[config.mk]
export PLATFORM = sky130hd
export DESIGN_NAME = uart_rx_deserializer
export DESIGN_NICKNAME = d
export VERILOG_FILES = /design/src/rtl/uart_pkg.sv /design/src/rtl/sync_2ff.sv /design/src/rtl/uart_rx_deserializer.sv
export SDC_FILE = /design/constraint.sdc
export NUM_CORES = 1
export LEC_CHECK = 0
export BUFFER_PORTS_ARGS = -buffer_cell sky130_fd_sc_hd__buf_2
export CORE_MARGIN = 3
export CORE_UTILIZATION = 30
export CTS_CLUSTER_DIAMETER = 60
export DETAILED_ROUTE_END_ITERATION = 10
export GPL_TIMING_DRIVEN = 0
export HOLD_SLACK_MARGIN = 0.03
export PLACE_DENSITY_LB_ADDON = 0.15
export SYNTH_ARGS = -nofsm -noshare
export SYNTH_HDL_FRONTEND = slang
export SYNTH_SLANG_ARGS = --single-unit
export TNS_END_PERCENT = 5
[constraint.sdc]
create_clock -name clk -period 2 [get_ports clk]
set_input_delay 0.3 -clock clk [delete_from_list [all_inputs] [get_ports clk]]
set_output_delay 0.3 -clock clk [all_outputs]
set_load 0.005 [all_outputs]
[src/rtl/uart_pkg.sv]
// Shared UART definitions: FSM state encoding and bit-timing helper functions,
// common to the receiver and the matching transmitter.
package uart_pkg;

    typedef enum logic [2:0] {
        ST_IDLE      = 3'd0,
        ST_START     = 3'd1,
        ST_DATA      = 3'd2,
        ST_STOP      = 3'd3,
        ST_WAIT_IDLE = 3'd4
    } uart_state_e;

    // Integer division: the residual baud error is absorbed by mid-bit sampling.
    function automatic int cycles_per_bit(input int clk_freq, input int bit_rate);
        return clk_freq / bit_rate;
    endfunction

    function automatic int half_bit_last(input int cpb);
        return cpb / 2 - 1;
    endfunction

endpackage

[src/rtl/sync_2ff.sv]
// Two-flop synchroniser for asynchronous inputs, with a configurable reset value
// so idle-high lines come out of reset already idle.
module sync_2ff #(
    parameter int               WIDTH   = 1,
    parameter logic [WIDTH-1:0] RST_VAL = '1
) (
    input  logic             clk,
    input  logic             rst_n,
    input  logic [WIDTH-1:0] d_i,
    output logic [WIDTH-1:0] q_o
);

    logic [WIDTH-1:0] meta_q, meta_d;
    logic [WIDTH-1:0] sync_q, sync_d;

    always_comb begin
        meta_d = d_i;
        sync_d = meta_q;
    end

    always_ff @(posedge clk or negedge rst_n) begin
        if (!rst_n) begin
            meta_q <= RST_VAL;
            sync_q <= RST_VAL;
        end else begin
            meta_q <= meta_d;
            sync_q <= sync_d;
        end
    end

    assign q_o = sync_q;

endmodule

[src/rtl/uart_rx_deserializer.sv]
// UART receiver: synchronised rx, mid-bit sampling, LSB-first assembly into a
// one-entry valid/ready holding register. Optional UART_RX_MAJORITY_VOTE_EN adds 2-of-3 sample voting.
module uart_rx_deserializer
    import uart_pkg::*;
#(
    parameter int CLK_FREQ     = 25000000,
    parameter int BIT_RATE     = 115200,
    parameter int PAYLOAD_BITS = 8
) (
    input  logic                    clk,
    input  logic                    reset,
    input  logic                    rx,
    output logic [PAYLOAD_BITS-1:0] data_o,
    output logic                    data_valid,
    input  logic                    data_ready,
    output logic                    framing_error,
    output logic                    overrun,
    output logic                    busy
);

    localparam int CPB   = cycles_per_bit(CLK_FREQ, BIT_RATE);
    localparam int HALF  = half_bit_last(CPB);
    localparam int CNT_W = $clog2(CPB);
    localparam int BIT_W = $clog2(PAYLOAD_BITS + 1);

    logic rx_s;
    logic sample;

    sync_2ff #(
        .WIDTH   (1),
        .RST_VAL (1'b1)
    ) u_rx_sync (
        .clk   (clk),
        .rst_n (reset),
        .d_i   (rx),
        .q_o   (rx_s)
    );

`ifdef UART_RX_MAJORITY_VOTE_EN
    // Decisions move one cycle later so the window is mid-1, mid, mid+1.
    localparam int VOTE_LAG = 1;
    logic [1:0] hist_q, hist_d;

    always_comb hist_d = {hist_q[0], rx_s};

    always_ff @(posedge clk or negedge reset) begin
        if (!reset) hist_q <= 2'b11;
        else        hist_q <= hist_d;
    end

    assign sample = (hist_q[1] & hist_q[0]) | (hist_q[1] & rx_s) | (hist_q[0] & rx_s);
`else
    localparam int VOTE_LAG = 0;
    assign sample = rx_s;
`endif

    localparam logic [CNT_W-1:0] START_SAMPLE = CNT_W'(HALF + VOTE_LAG);
    localparam logic [CNT_W-1:0] CNT_LAST     = CNT_W'(CPB - 1);
    localparam logic [BIT_W-1:0] BIT_LAST     = BIT_W'(PAYLOAD_BITS - 1);

    uart_state_e             state_q, state_d;
    logic [CNT_W-1:0]        cnt_q, cnt_d;
    logic [BIT_W-1:0]        bit_cnt_q, bit_cnt_d;
    logic [PAYLOAD_BITS-1:0] shift_q, shift_d;
    logic [PAYLOAD_BITS-1:0] data_q, data_d;
    logic                    data_valid_q, data_valid_d;
    logic                    framing_error_q, framing_error_d;
    logic                    overrun_q, overrun_d;
    logic                    stop_ok;

    always_comb begin
        state_d         = state_q;
        cnt_d           = cnt_q;
        bit_cnt_d       = bit_cnt_q;
        shift_d         = shift_q;
        stop_ok         = 1'b0;
        framing_error_d = 1'b0;
        case (state_q)
            ST_IDLE: begin
                if (!rx_s) begin
                    state_d   = ST_START;
                    cnt_d     = '0;
                    bit_cnt_d = '0;
                end
            end
            ST_START: begin
                // A start bit that is high again at mid-bit was a glitch.
                if (cnt_q == START_SAMPLE) begin
                    cnt_d   = '0;
                    state_d = sample ? ST_IDLE : ST_DATA;
                end else begin
                    cnt_d = cnt_q + CNT_W'(1);
                end
            end
            ST_DATA: begin
                if (cnt_q == CNT_LAST) begin
                    cnt_d     = '0;
                    shift_d   = {sample, shift_q[PAYLOAD_BITS-1:1]};
                    bit_cnt_d = bit_cnt_q + BIT_W'(1);
                    if (bit_cnt_q == BIT_LAST) state_d = ST_STOP;
                end else begin
                    cnt_d = cnt_q + CNT_W'(1);
                end
            end
            ST_STOP: begin
                if (cnt_q == CNT_LAST) begin
                    cnt_d = '0;
                    if (sample) begin
                        stop_ok = 1'b1;
                        state_d = ST_IDLE;
                    end else begin
                        framing_error_d = 1'b1;
                        state_d         = ST_WAIT_IDLE;
                    end
                end else begin
                    cnt_d = cnt_q + CNT_W'(1);
                end
            end
            ST_WAIT_IDLE: begin
                if (rx_s) state_d = ST_IDLE;
            end
            default: state_d = ST_IDLE;
        endcase
    end

    // A pending word may be replaced only if it is being consumed this very cycle.
    always_comb begin
        data_d       = data_q;
        data_valid_d = data_valid_q;
        overrun_d    = 1'b0;
        if (stop_ok) begin
            if (!data_valid_q || data_ready) begin
                data_d       = shift_q;
                data_valid_d = 1'b1;
            end else begin
                overrun_d = 1'b1;
            end
        end else if (data_valid_q && data_ready) begin
            data_valid_d = 1'b0;
        end
    end

    always_ff @(posedge clk or negedge reset) begin
        if (!reset) begin
            state_q         <= ST_IDLE;
            cnt_q           <= '0;
            bit_cnt_q       <= '0;
            shift_q         <= '0;
            data_q          <= '0;
            data_valid_q    <= 1'b0;
            framing_error_q <= 1'b0;
            overrun_q       <= 1'b0;
        end else begin
            state_q         <= state_d;
            cnt_q           <= cnt_d;
            bit_cnt_q       <= bit_cnt_d;
            shift_q         <= shift_d;
            data_q          <= data_d;
            data_valid_q    <= data_valid_d;
            framing_error_q <= framing_error_d;
            overrun_q       <= overrun_d;
        end
    end

    assign data_o        = data_q;
    assign data_valid    = data_valid_q;
    assign framing_error = framing_error_q;
    assign overrun       = overrun_q;
    assign busy          = (state_q != ST_IDLE);

endmodule
### Yosys cells after proc, flatten, opt, wreduce, memory -nomap -nowiden

Cells that the tools add are included.

| word-level totals | value |
|---|---|
| bits in registers | 36 |
| input port bits | 4 |
| output and inout port bits | 12 |
| logic and storage cells | 68 |

| cells by class | value |
|---|---|
| add/sub/neg operators | 2 |
| equal/unequal tests | 14 |
| muxes and demuxes | 27 |
| reduce and logical (&&, ||, !) cells | 15 |

Operator list:

| cell | number |
|---|---|
| two-way mux 8 bit | 3 |
| case mux 8 bit (3 select lines) | 1 |
| two-way mux 3 bit | 7 |
| case mux 3 bit (5 select lines) | 1 |
| two-way mux 1 bit | 11 |
| != test 2 bit, second input constant | 5 |
| adder 8 x 1 -> 8 bit, second input constant | 1 |
| == test 8 x 7 -> 1 bit, second input constant | 1 |
| == test 8 bit, second input constant | 1 |
| two-way mux 4 bit | 2 |
| case mux 4 bit (2 select lines) | 1 |
| AND reduction 2 bit | 4 |
| == test 3 x 2 -> 1 bit, second input constant | 2 |
| AND reduction 6 bit | 1 |
| nonzero test 3 bit | 2 |
| adder 4 x 1 -> 4 bit, second input constant | 1 |
| == test 4 x 3 -> 1 bit, second input constant | 1 |
| != test 2 x 1 -> 1 bit, second input constant | 2 |
| nonzero test 2 bit | 2 |
| == test 3 x 1 -> 1 bit, second input constant | 1 |
| == test 3 bit, second input constant | 1 |
| zero test 3 bit | 1 |
| AND reduction 3 bit | 1 |
| two-way mux 2 bit | 1 |
| other kinds (4) | 4 |

### Longest topological paths before layout

Gate-level depths: netlist of the first run.

| logic depth | value |
|---|---|
| depth in word-level cells | 5 |
| mapped depth | 7 |
| depth with buffers taken out | 6 |

### Hierarchy

From an unflattened synthesis of the first run, not the netlist that was laid out.

| unflattened totals | value |
|---|---|
| cells, all modules | 156 |
| area total of the unflattened synthesis | 1762.9 µm² |

Modules (own cells, without submodules):

| module | times used | cells an instance | area an instance (µm²) | seq. area each (µm²) |
|---|---|---|---|---|
| uart_rx_deserializer | 1 | 154 | 1710.4 | 850.8 |
| sync_2ff | 1 | 2 | 52.6 | 52.6 |

### Least setup slack after synthesis of the first run

Ideal clock, no wire load.

| timing | value |
|---|---|
| kind | reg-to-reg |
| start | register cnt_q[0] |
| end | register shift_q[5] |
| setup time | 125 ps |
| arrival time | 1462 ps |
| data required time | 1875 ps |
| slack | 412 ps |
| stages on the path, launching flop included | 7 |
| buffers on the path | 1 |
| period minus slack after synthesis | 1588 ps |
| cells stage by stage | dfrtp_1 inv_1 ha_1 and3b_1 nand4_4 buf_6 mux2_4 |

| between the ends | value |
|---|---|
| longest elaborated chain between the ends | 2 |

Ends and longest elaborated chain:

| item | RTL line | RTL |
|---|---|---|
| start: declaration | uart_rx_deserializer.sv:62 | `logic [CNT_W-1:0] cnt_q, cnt_d;` |
| start signal: assignment | uart_rx_deserializer.sv:155 | `cnt_q <= cnt_d;` |
| == test 8 bit | uart_rx_deserializer.sv:96 | `if (cnt_q == CNT_LAST) begin` |
| AND reduction 2 bit (no source line) | n/a |  |
| end signal: assignment | uart_rx_deserializer.sv:157 | `shift_q <= shift_d;` |
| end: declaration | uart_rx_deserializer.sv:64 | `logic [PAYLOAD_BITS-1:0] shift_q, shift_d;` |

Every way passes these cells.
A chain may end at the register's enable or synchronous reset.

### Worst setup path in the final report of the first run

| timing | value |
|---|---|
| start | register cnt_q[0] |
| end | register data_q[0], in the netlist data_o[0] |

| between the ends | value |
|---|---|
| longest elaborated chain between the ends | 4 |

Ends and longest elaborated chain:

| item | RTL line | RTL |
|---|---|---|
| == test 8 bit | uart_rx_deserializer.sv:106 | `if (cnt_q == CNT_LAST) begin` |
| two-way mux 1 bit | uart_rx_deserializer.sv:106 |  |
| two-way mux 1 bit | uart_rx_deserializer.sv:78 | `case (state_q)` |
| AND reduction 2 bit (no source line) | n/a |  |
| end signal: assignment | uart_rx_deserializer.sv:158 | `data_q <= data_d;` |
| end: declaration | uart_rx_deserializer.sv:65 | `logic [PAYLOAD_BITS-1:0] data_q, data_d;` |

Every way passes these cells.

==> results of run 1 <==
## logic make-up after synthesis
| group | Yosys count |
|---|---|
| AOI/OAI and AO/OA | 27 |
| xor gates and xnor gates | 1 |
| adders and majority gates | 3 |
| buffers and inverters | 12 |
| DFF | 36 |
| muxes | 17 |
| and+or+nand+nor | 55 |
## sequential cells by signal (all words and copies together) (netlist names)
register	count
bit_cnt_q	4
cnt_q	8
data_o	8
data_valid	1
framing_error	1
overrun	1
shift_q	8
state_q	3
u_rx_sync.meta_q	1
u_rx_sync.q_o	1
## worst max path at each step
stage,endpoint,slack [ps]
after floorplan,shift_q[5]$_DFFE_PN0P_,410
after global placement,cnt_q[4]$_DFFE_PN0P_,190
after detailed placement,cnt_q[6]$_DFFE_PN0P_,140
after CTS,cnt_q[6]$_DFFE_PN0P_,90
after global routing,data_o[1]$_DFFE_PN0P_,-1
final,data_o[0]$_DFFE_PN0P_,150
## worst register-to-register path, cell delays in order, from the launching register on
cell and delay [ps]:
dfrtp_1 400, inv_1 100, ha_1 190, nand3b_1 130, nor4_2 300, nand3_2 260, mux2_2 350
## timing repair
item	4_1_cts	5_1_grt
gates resized for setup	0	1
hold buffers	0	0
setup endpoints to repair	0	1
## where the power goes
| part | internal (mW) | leakage [nW] | switching (mW) |
|---|---|---|---|
| logic | 0.00347 | 0.415 | 0.0179 |
| registers | 0.731 | 0.481 | 0.000768 |
| clock network | 0.243 | 0.0479 | 0.261 |
| total | 0.977 | 0.944 | 0.280 |
## synthesized netlist by cell type, types with 2 or more instances
cell type / instances / area [um2]
a211oi_2: 2 / 25.0
a21oi_1: 3 / 15.0
dfrtp_1: 34 / 851
dfstp_2: 2 / 52.6
ha_1: 3 / 37.5
inv_1: 6 / 22.5
mux2_2: 14 / 158
mux2_4: 2 / 30.0
nand2_1: 19 / 71.3
nand2b_1: 2 / 12.5
nand3_1: 7 / 35.0
nor2_1: 7 / 26.3
nor2b_1: 2 / 12.5
nor3_1: 3 / 15.0
o211ai_1: 3 / 22.5
o21ai_0: 9 / 45.0
o22ai_1: 4 / 25.0
or3_1: 2 / 12.5
## metal layers
layer | part of all wire (%) | up-vias | track usage [%] | routed length, um
met5 | 0 | - | 0 | 0
met4 | 0.23 | 0 | 3.55 | 8
met3 | 3.5 | 2 | 3.33 | 122
met2 | 51 | 22 | 19.4 | 1780
met1 | 45 | 600 | 14.7 | 1560
li1 | - | 584 | - | -
## cells in the final DEF, fill, tap and decap left out, types with 4 or more instances in the layout
cell type / n
buf_2: 16
clkbuf_8: 5
dfrtp_1: 34
inv_1: 6
mux2_2: 14
nand2_1: 19
nand3_1: 7
nor2_1: 7
o21ai_0: 9
o22ai_1: 4
## area by class of cell
class	instances	area, um2
buffer	5	31.3
inverter	7	26.3
multi-input combinational	103	743
timing repair buffer	15	75.1
clock inverter	3	18.8
clock buffer	5	68.8
fill	531	3350
tap	70	87.6
sequential	36	903
==> metrics.yaml, run 1 <==
outcome: "completed"
setup_ws_ps: 152
hpwl_um: 2500
finalMaxSlewViolations: 0
placed_cells: 236
ys_warn_count: 0
grt_pass1_vias: 1244
finalNonFillerCells: 244
die_w_um: 81.2
worst_pin_slew_ps: 806
post-cts-setup-buffers: 0
min_period_ps: 1850
start_kind: "flop"
clock_path_buffers: 2
post-route-drc-count: 0
skew_ps: 8.57
ys_types: 45
slew_headroom_pct: 46.3
wl_um: 3470
period_share_pct: 92.4
gr-total-overflow: 0
pin_count: 16
grt_pass1_wl_um: 5880
r2r_slack_ps: 150
cp_num_buf_inv: 1
cpPeakStageDelay_ps: 400
slowest_stage: "dfrtp_1"
worstPathMaxFanout: 8
grt_antenna_before_repair: 0
drt_iter0_markers: 21
nets: 180
vdd_drop_max_v: 0.000275
num_vias: 1208
reg2reg_from: "cnt_q[0]$_DFFE_PN0P_"
row_count: 26
port_buffers: 15
placedInstanceArea_um2: 1860
synthXorXnorAreaFrac_pct: 0.516
muxShareOfSynthArea_pct: 11.7
pre_cts_ws_ps: 137
initial_utilization_pct: 32.0
power_density_nw_per_um2: 643
synth_top_family_by_area: "simple AND/OR/NAND/NOR gates"
fmax_mhz: 541
worstSetupStartpoint: "cnt_q[0]$_DFFE_PN0P_"
crit_chain: "inv_1 > ha_1 > nand3b_1 > nor4_2 > nand3_2 > mux2_2"
grt_max_degree: 37
fin_area_um2: 1950
place_congestion: 0.747
crit_arrival_ps: 2020
synth_adder_area_share_pct: 2.21
diodes: 0
syn_area_um2: 1700
final_util_pct: 36.9
leakage_nw: 0.944
synth_seq_area_share_pct: 53.2
core_area_um2: 5300
hold_slack_ps: 90.0
syn_nets: 158
synth-compound-area-share_pct: 10.8
viasPerCell: 4.95
synthCells: 151
ys_seq_elements: 36
worst-path-stages: 6
grt_usage_pct: 11.7
synthSimpleGateAreaFrac_pct: 18.2
dr.pass1.iters: 4
numClockSinks: 36
power_mw: 1.26
cts.htree.levels: 2
ant_nets: 0
setup_violations: 0
cp_data_required_time_ps: 2170
rr_endpoint: "data_o[0]$_DFFE_PN0P_"
synth_edf_count: 0
clk_latency_ps: 280
clockRootBuffer: "clkbuf_8"
die_area_um2: 6590
wire_per_inst_um: 14.2
layout-drive-gt1-share_pct: 29.9
final_hold_viol_count: 0
r2r_cells: 6
syn_avg_cell_area_um2: 11.2
maxCapViolCount: 0
die_h_um: 81.2
critPathKind: "reg -> reg"
numCtsBuffers: 5
crit_family: "simple AND/OR/NAND/NOR gates"
worstHoldPathType: "in -> async"
path_clk_slew_ps: 80
cts_tree: "done"
ys.flop_type: "dfrtp_1"
end_kind: "flop"
final.setup.tns_ps: 0
async_reset_ff_share_pct: 100
syn2layout_area_growth_pct: 15.2
Note: power is estimated with default switching activity, not from simulation.
==> run 2, diff against run 1 <==
--- a/config.mk
+++ b/config.mk
@@ -7,12 +7,13 @@
 export LEC_CHECK = 0
 export BUFFER_PORTS_ARGS = -buffer_cell sky130_fd_sc_hd__buf_2
 export CORE_MARGIN = 3
-export CORE_UTILIZATION = 30
+export CORE_UTILIZATION = 33
 export CTS_CLUSTER_DIAMETER = 60
 export DETAILED_ROUTE_END_ITERATION = 10
 export GPL_TIMING_DRIVEN = 0
 export HOLD_SLACK_MARGIN = 0.03
 export PLACE_DENSITY_LB_ADDON = 0.15
+export SETUP_SLACK_MARGIN = 0.5
 export SYNTH_ARGS = -nofsm -noshare
 export SYNTH_HDL_FRONTEND = slang
 export SYNTH_SLANG_ARGS = --single-unit
==> metrics.yaml, run 2 (synthesis gave the netlist of run 1 again) <==
gr-total-overflow: 0  # unchanged
skew_ps: 2.24  # was 8.57 ps
clk_latency_ps: 280  # about the same
layout-drive-gt1-share_pct: 34.5  # was 29.9%
ctsHoldBuffers: 0  # unchanged
numClockSinks: 36  # unchanged
multiInputGateArea_um2: 764  # was 743 um2
diodes: 0  # unchanged
grt_antenna_before_repair: 0  # unchanged
slowest_stage: "dfrtp_1"  # unchanged
nets: 184  # was 180
clock_path_buffers: 2  # unchanged
cp_data_required_time_ps: 2170  # about the same
drt_iter0_markers: 41  # was 21
regArea_um2: 903  # unchanged
numCtsBuffers: 5  # unchanged
grt_usage_pct: 13.0  # was 11.7%
grt_max_degree: 37  # unchanged
end_kind: "flop"  # unchanged
die_area_um2: 6040  # was 6590 um2
critPathKind: "reg -> reg"  # unchanged
ant_nets: 0  # unchanged
die_h_um: 77.7  # was 81.2 um
clockRootBuffer: "clkbuf_8"  # unchanged
crit_arrival_ps: 1830  # was 2020 ps
crit_chain: "and4b_2 > nand4_4 > buf_6 > mux2_4"  # was inv_1 > ha_1 > nand3b_1 > nor4_2 > nand3_2 > mux2_2
cts.htree.levels: 2  # unchanged
worstHoldPathType: "in -> async"  # unchanged
port_buffers: 15  # unchanged
finalMaxSlewViolations: 0  # unchanged
hpwl_um: 2350  # was 2500 um
row_count: 25  # was 26
place_congestion: 0.793  # was 0.747
final_cell_mix: "dfrtp_1, nand2_1, buf_2, mux2_2, o21ai_0"  # unchanged
worstPathMaxFanout: 10  # was 8
rsz0062_at_grt: "yes"
grt_pass1_wl_um: 6200  # was 5880 um
core_area_um2: 4850  # was 5300 um2
start_kind: "flop"  # unchanged
final_hold_viol_count: 0  # unchanged
cpPeakStageDelay_ps: 500  # was 400 ps
wl_um: 3460  # was 3470 um
path_clk_slew_ps: 70  # was 80 ps
setup_violations: 0  # unchanged
initial_utilization_pct: 35.0  # was 32.0%
die_w_um: 77.7  # was 81.2 um
power_density_nw_per_um2: 612  # was 643 nW/um2
pin_count: 16  # unchanged
num-fill-cells: 474  # was 531
wire_per_inst_um: 14.2  # about the same
period_share_pct: 83.1  # was 92.4%
outcome: "completed"  # unchanged
num_vias: 1210  # was 1208
vdd_drop_max_v: 0.000373  # was 0.000275 V
syn2layout_area_growth_pct: 18.8  # was 15.2%
hold_slack_ps: 104  # was 90.0 ps
min_period_ps: 1660  # was 1850 ps
final.setup.tns_ps: 0  # unchanged
worst_pin_slew_ps: 803  # was 806 ps
final_common_cell: "dfrtp_1"  # unchanged
leakage_nw: 0.967  # was 0.944 nW
fmax_mhz: 601  # was 541 MHz
slew_headroom_pct: 46.5  # was 46.3%
viasPerCell: 4.96  # was 4.95
cts_tree: "done"  # unchanged
post-route-drc-count: 0  # unchanged
grt_pass1_vias: 1239  # was 1244
maxCapViolCount: 0  # unchanged
dr.pass1.iters: 4  # unchanged
==> run 2: metal layers <==
layer  GRT usage, %  vias to the layer above  part of all wire (%)
met2           20.6                       20                    48
met1           17.0                      597                    49
met5              0                        -                     0
met3           4.52                        2                   2.8
met4           3.20                        0                  0.43
li1               -                      591                     -
==> run 2: critical path, delay by kind of cell (launching register included) <==
family	cells	cell delay [ps]
flops	1	500
simple gates	2	560
buf+inv	1	210
mux	1	290
==> run 2: cell type report <==
type / count / area share, %
plain buffers: 5 / 1.92
clock inverters: 1 / 0.248
repair buffers: 19 / 6.02
well taps: 67 / 4.16
inverters: 7 / 1.30
clock buffers: 6 / 3.60
flip-flops and latches: 36 / 44.8
multi-input cells: 103 / 37.9
==> run 2: power by group <==
group	leakage (nW)	internal, mW	switching, mW
registers	0.481	0.731	0.000456
logic	0.445	0.00374	0.0176
clock network	0.0410	0.237	0.243
==> run 2: what timing repair did <==
action | in CTS | in global routing
setup endpoints to repair | 32 | 32
hold endpoints to repair | 0 | 0
pin swaps | 2 | 3
buffers inserted | 3 | 1
gates resized for setup | 7 | 5
==> run 2: path summary, 6_finish.rpt <==
kind,startpoint,to,slack (ps),cells after the start
max,cnt_q[4]$_DFFE_PN0P_,shift_q[5]$_DFFE_PN0P_,340,4
min,reset,bit_cnt_q[3]$_DFFE_PN0P_,100,1
max reg2reg,cnt_q[4]$_DFFE_PN0P_,shift_q[5]$_DFFE_PN0P_,340,4
min reg2reg,u_rx_sync.meta_q$_DFF_PN1_,u_rx_sync.q_o$_DFF_PN1_,360,0
max in group asynchronous,reset,shift_q[0]$_DFFE_PN0P_,1390,1
min in group clk,rx,u_rx_sync.meta_q$_DFF_PN1_,110,1
==> run 2: metrics by stage <==
step | power, mW | setup slack, ps | utilization [%] | instance area [um2] | instances
after CTS | 1.25 | 268 | 41.0 | 1990 | 243
after global placement | 0.767 | 194 | 38.3 | 1860 | 233
after detailed placement | 0.768 | 143 | 38.3 | 1860 | 233
after floorplan | 0.750 | 432 | - | 1700 | 151
after global routing | 1.31 | 256 | 41.6 | 2020 | 244
final | 1.23 | 337 | 41.6 | 2020 | 244
==> run 3, diff against run 2 <==
==> constraint.sdc (replaced) <==
create_clock -name clk -period 1.5 [get_ports clk]
set_input_delay 0.225 -clock clk [delete_from_list [all_inputs] [get_ports clk]]
set_output_delay 0.225 -clock clk [all_outputs]
set_load 0.005 [all_outputs]
==> metrics.yaml, run 3 (synthesis gave the netlist of run 1 again) <==
outcome: "finished with violations"  # was completed
failed_checks: "setup timing"
vdd_drop_max_v: 0.000518  # was 0.000373 V
min_period_ps: 1650  # was 1660 ps
setup_violations: 23  # was 0
grt_antenna_before_repair: 0  # unchanged
maxCapViolCount: 0  # unchanged
numCtsBuffers: 5  # unchanged
clk_latency_ps: 280  # about the same
slew_headroom_pct: 47.6  # was 46.5%
post-route-drc-count: 0  # unchanged
die_w_um: 77.7  # unchanged
crit_arrival_ps: 1820  # was 1830 ps
num-fill-cells: 465  # was 474
viasPerCell: 5.01  # was 4.96
dr_wl_met2_um: 1730  # was 1650 um
die_area_um2: 6040  # unchanged
power_mw: 1.66  # was 1.23 mW
reg2reg_from: "cnt_q[0]$_DFFE_PN0P_"  # was cnt_q[4]$_DFFE_PN0P_
final_common_cell: "dfrtp_1"  # unchanged
cp_data_required_time_ps: 1670  # was 2170 ps
hpwl_um: 2350  # unchanged
port_buffers: 15  # unchanged
syn2layout_area_growth_pct: 21.3  # was 18.8%
clockRootBuffer: "clkbuf_8"  # unchanged
worst_pin_slew_ps: 786  # was 803 ps
top_layer: "met4"  # unchanged
finalMaxSlewViolations: 0  # unchanged
grt_pass1_vias: 1269  # was 1239
path_clk_slew_ps: 70  # about the same
worstPathMaxFanout: 7  # was 10
hold_slack_ps: 19.0  # was 104 ps
die_h_um: 77.7  # unchanged
final_cell_mix: "dfrtp_1, nand2_1, buf_2, mux2_2"  # was dfrtp_1, nand2_1, buf_2, mux2_2, o21ai_0
m1WireLength_um: 1720  # was 1690 um
layout-drive-gt1-share_pct: 40.0  # was 34.5%
initial_utilization_pct: 35.0  # unchanged
cts.htree.levels: 2  # unchanged
period_share_pct: 110  # was 83.1%
dr.pass1.iters: 4  # unchanged
pin_count: 16  # unchanged
row_count: 25  # unchanged
numClockSinks: 36  # unchanged
rsz0062_at_grt: "yes"  # unchanged
setup_ws_ps: -150  # was 337 ps
worstHoldPathType: "in -> async"  # unchanged
cts_tree: "done"  # unchanged
grt_usage_pct: 13.6  # was 13.0%
r2r_slack_ps: -150  # was 340 ps
end_kind: "flop"  # unchanged
r2r_cells: 7  # was 4
grt_max_degree: 37  # unchanged
num_vias: 1237  # was 1210
final_hold_viol_count: 0  # unchanged
wl_met3_um: 95  # was 96 um
place_congestion: 0.793  # unchanged
leakage_nw: 0.970  # was 0.967 nW
grt_pass1_wl_um: 6430  # was 6200 um
power_density_nw_per_um2: 807  # was 612 nW/um2
drt_iter0_markers: 58  # was 41
ant_nets: 0  # unchanged
fmax_mhz: 606  # was 601 MHz
start_kind: "flop"  # unchanged
nets: 187  # was 184
final.setup.tns_ps: -2160  # was 0 ps
placedInstanceArea_um2: 1860  # unchanged
rr_endpoint: "data_o[3]$_DFFE_PN0P_"  # was shift_q[5]$_DFFE_PN0P_
diodes: 0  # unchanged
clock_path_buffers: 2  # unchanged
gr-total-overflow: 0  # unchanged
skew_ps: 5.20  # was 2.24 ps
wire_per_inst_um: 14.4  # was 14.2 um
critPathKind: "reg -> reg"  # unchanged
fin_area_um2: 2060  # was 2020 um2
wl_um: 3570  # was 3460 um
core_area_um2: 4850  # unchanged
## run 3: cell count changes in the layout (fill, tap and decap cells not counted), sizes merged
cell	before	now
buf	23	25
dlygate4sd3	0	1
## run 3: per-layer routing
layer | vias to the layer above | track usage, %
li1 | 599 | -
met1 | 616 | 17.7
met2 | 20 | 21.7
met3 | 2 | 4.52
met5 | - | 0
met4 | 0 | 3.20
## run 3: power breakdown
part	internal [mW]	total, mW	switching (mW)
Sequential	0.975	0.976	0.000606
Combinational	0.00667	0.0304	0.0237
Clock	0.316	0.655	0.339
Total	1.30	1.66	0.363
## run 3: worst max-delay path, cell delays in order, from the launching register on
cell and delay [ps]:
dfrtp_1 410, inv_2 90, ha_4 130, nand3b_1 100, nor4_2 260, nand3_2 120
buf_6 160, mux2_2 270
## run 3: worst max-delay path by stage
stage                             endpoint  slack (ps)                  from
detailed placement  state_q[1]$_DFFE_PN0P_        -360  cnt_q[0]$_DFFE_PN0P_
CTS                  data_o[2]$_DFFE_PN0P_        -220  cnt_q[0]$_DFFE_PN0P_
global route        state_q[1]$_DFFE_PN0P_        -250  cnt_q[1]$_DFFE_PN0P_
floorplan            data_o[0]$_DFFE_PN0P_         -70  cnt_q[0]$_DFFE_PN0P_
finish               data_o[3]$_DFFE_PN0P_        -150  cnt_q[0]$_DFFE_PN0P_
global placement      cnt_q[4]$_DFFE_PN0P_        -310  cnt_q[1]$_DFFE_PN0P_
## run 3: cell type report
| class | count | area [um2] | share of cell area [%] |
|---|---|---|---|
| Buffer | 5 | 36.3 | 1.76 |
| Clock buffer | 6 | 72.6 | 3.53 |
| Clock inverter | 1 | 5.00 | 0.243 |
| Inverter | 7 | 26.3 | 1.28 |
| Multi-Input combinational cell | 103 | 791 | 38.4 |
| Sequential cell | 36 | 910 | 44.2 |
| Tap cell | 67 | 83.8 | 4.07 |
| Timing Repair Buffer | 22 | 134 | 6.50 |
## run 3: what timing repair did
action                                  4_1_cts  5_1_grt
resized for setup                            21        4
buffers inserted                              5        0
cloned                                        1        0
hold buffers                                  1        0
pin swaps                                    12        3
endpoints found under the setup margin       44       46
endpoints found under the hold margin         1        0
## run 3: through the flow
stage | utilization, % | setup slack [ps] | cells
floorplan | - | -67.9 | 151
global placement | 38.3 | -306 | 233
detailed placement | 38.3 | -357 | 233
CTS | 42.2 | -216 | 247
global route | 42.5 | -249 | 247
finish | 42.5 | -150 | 247
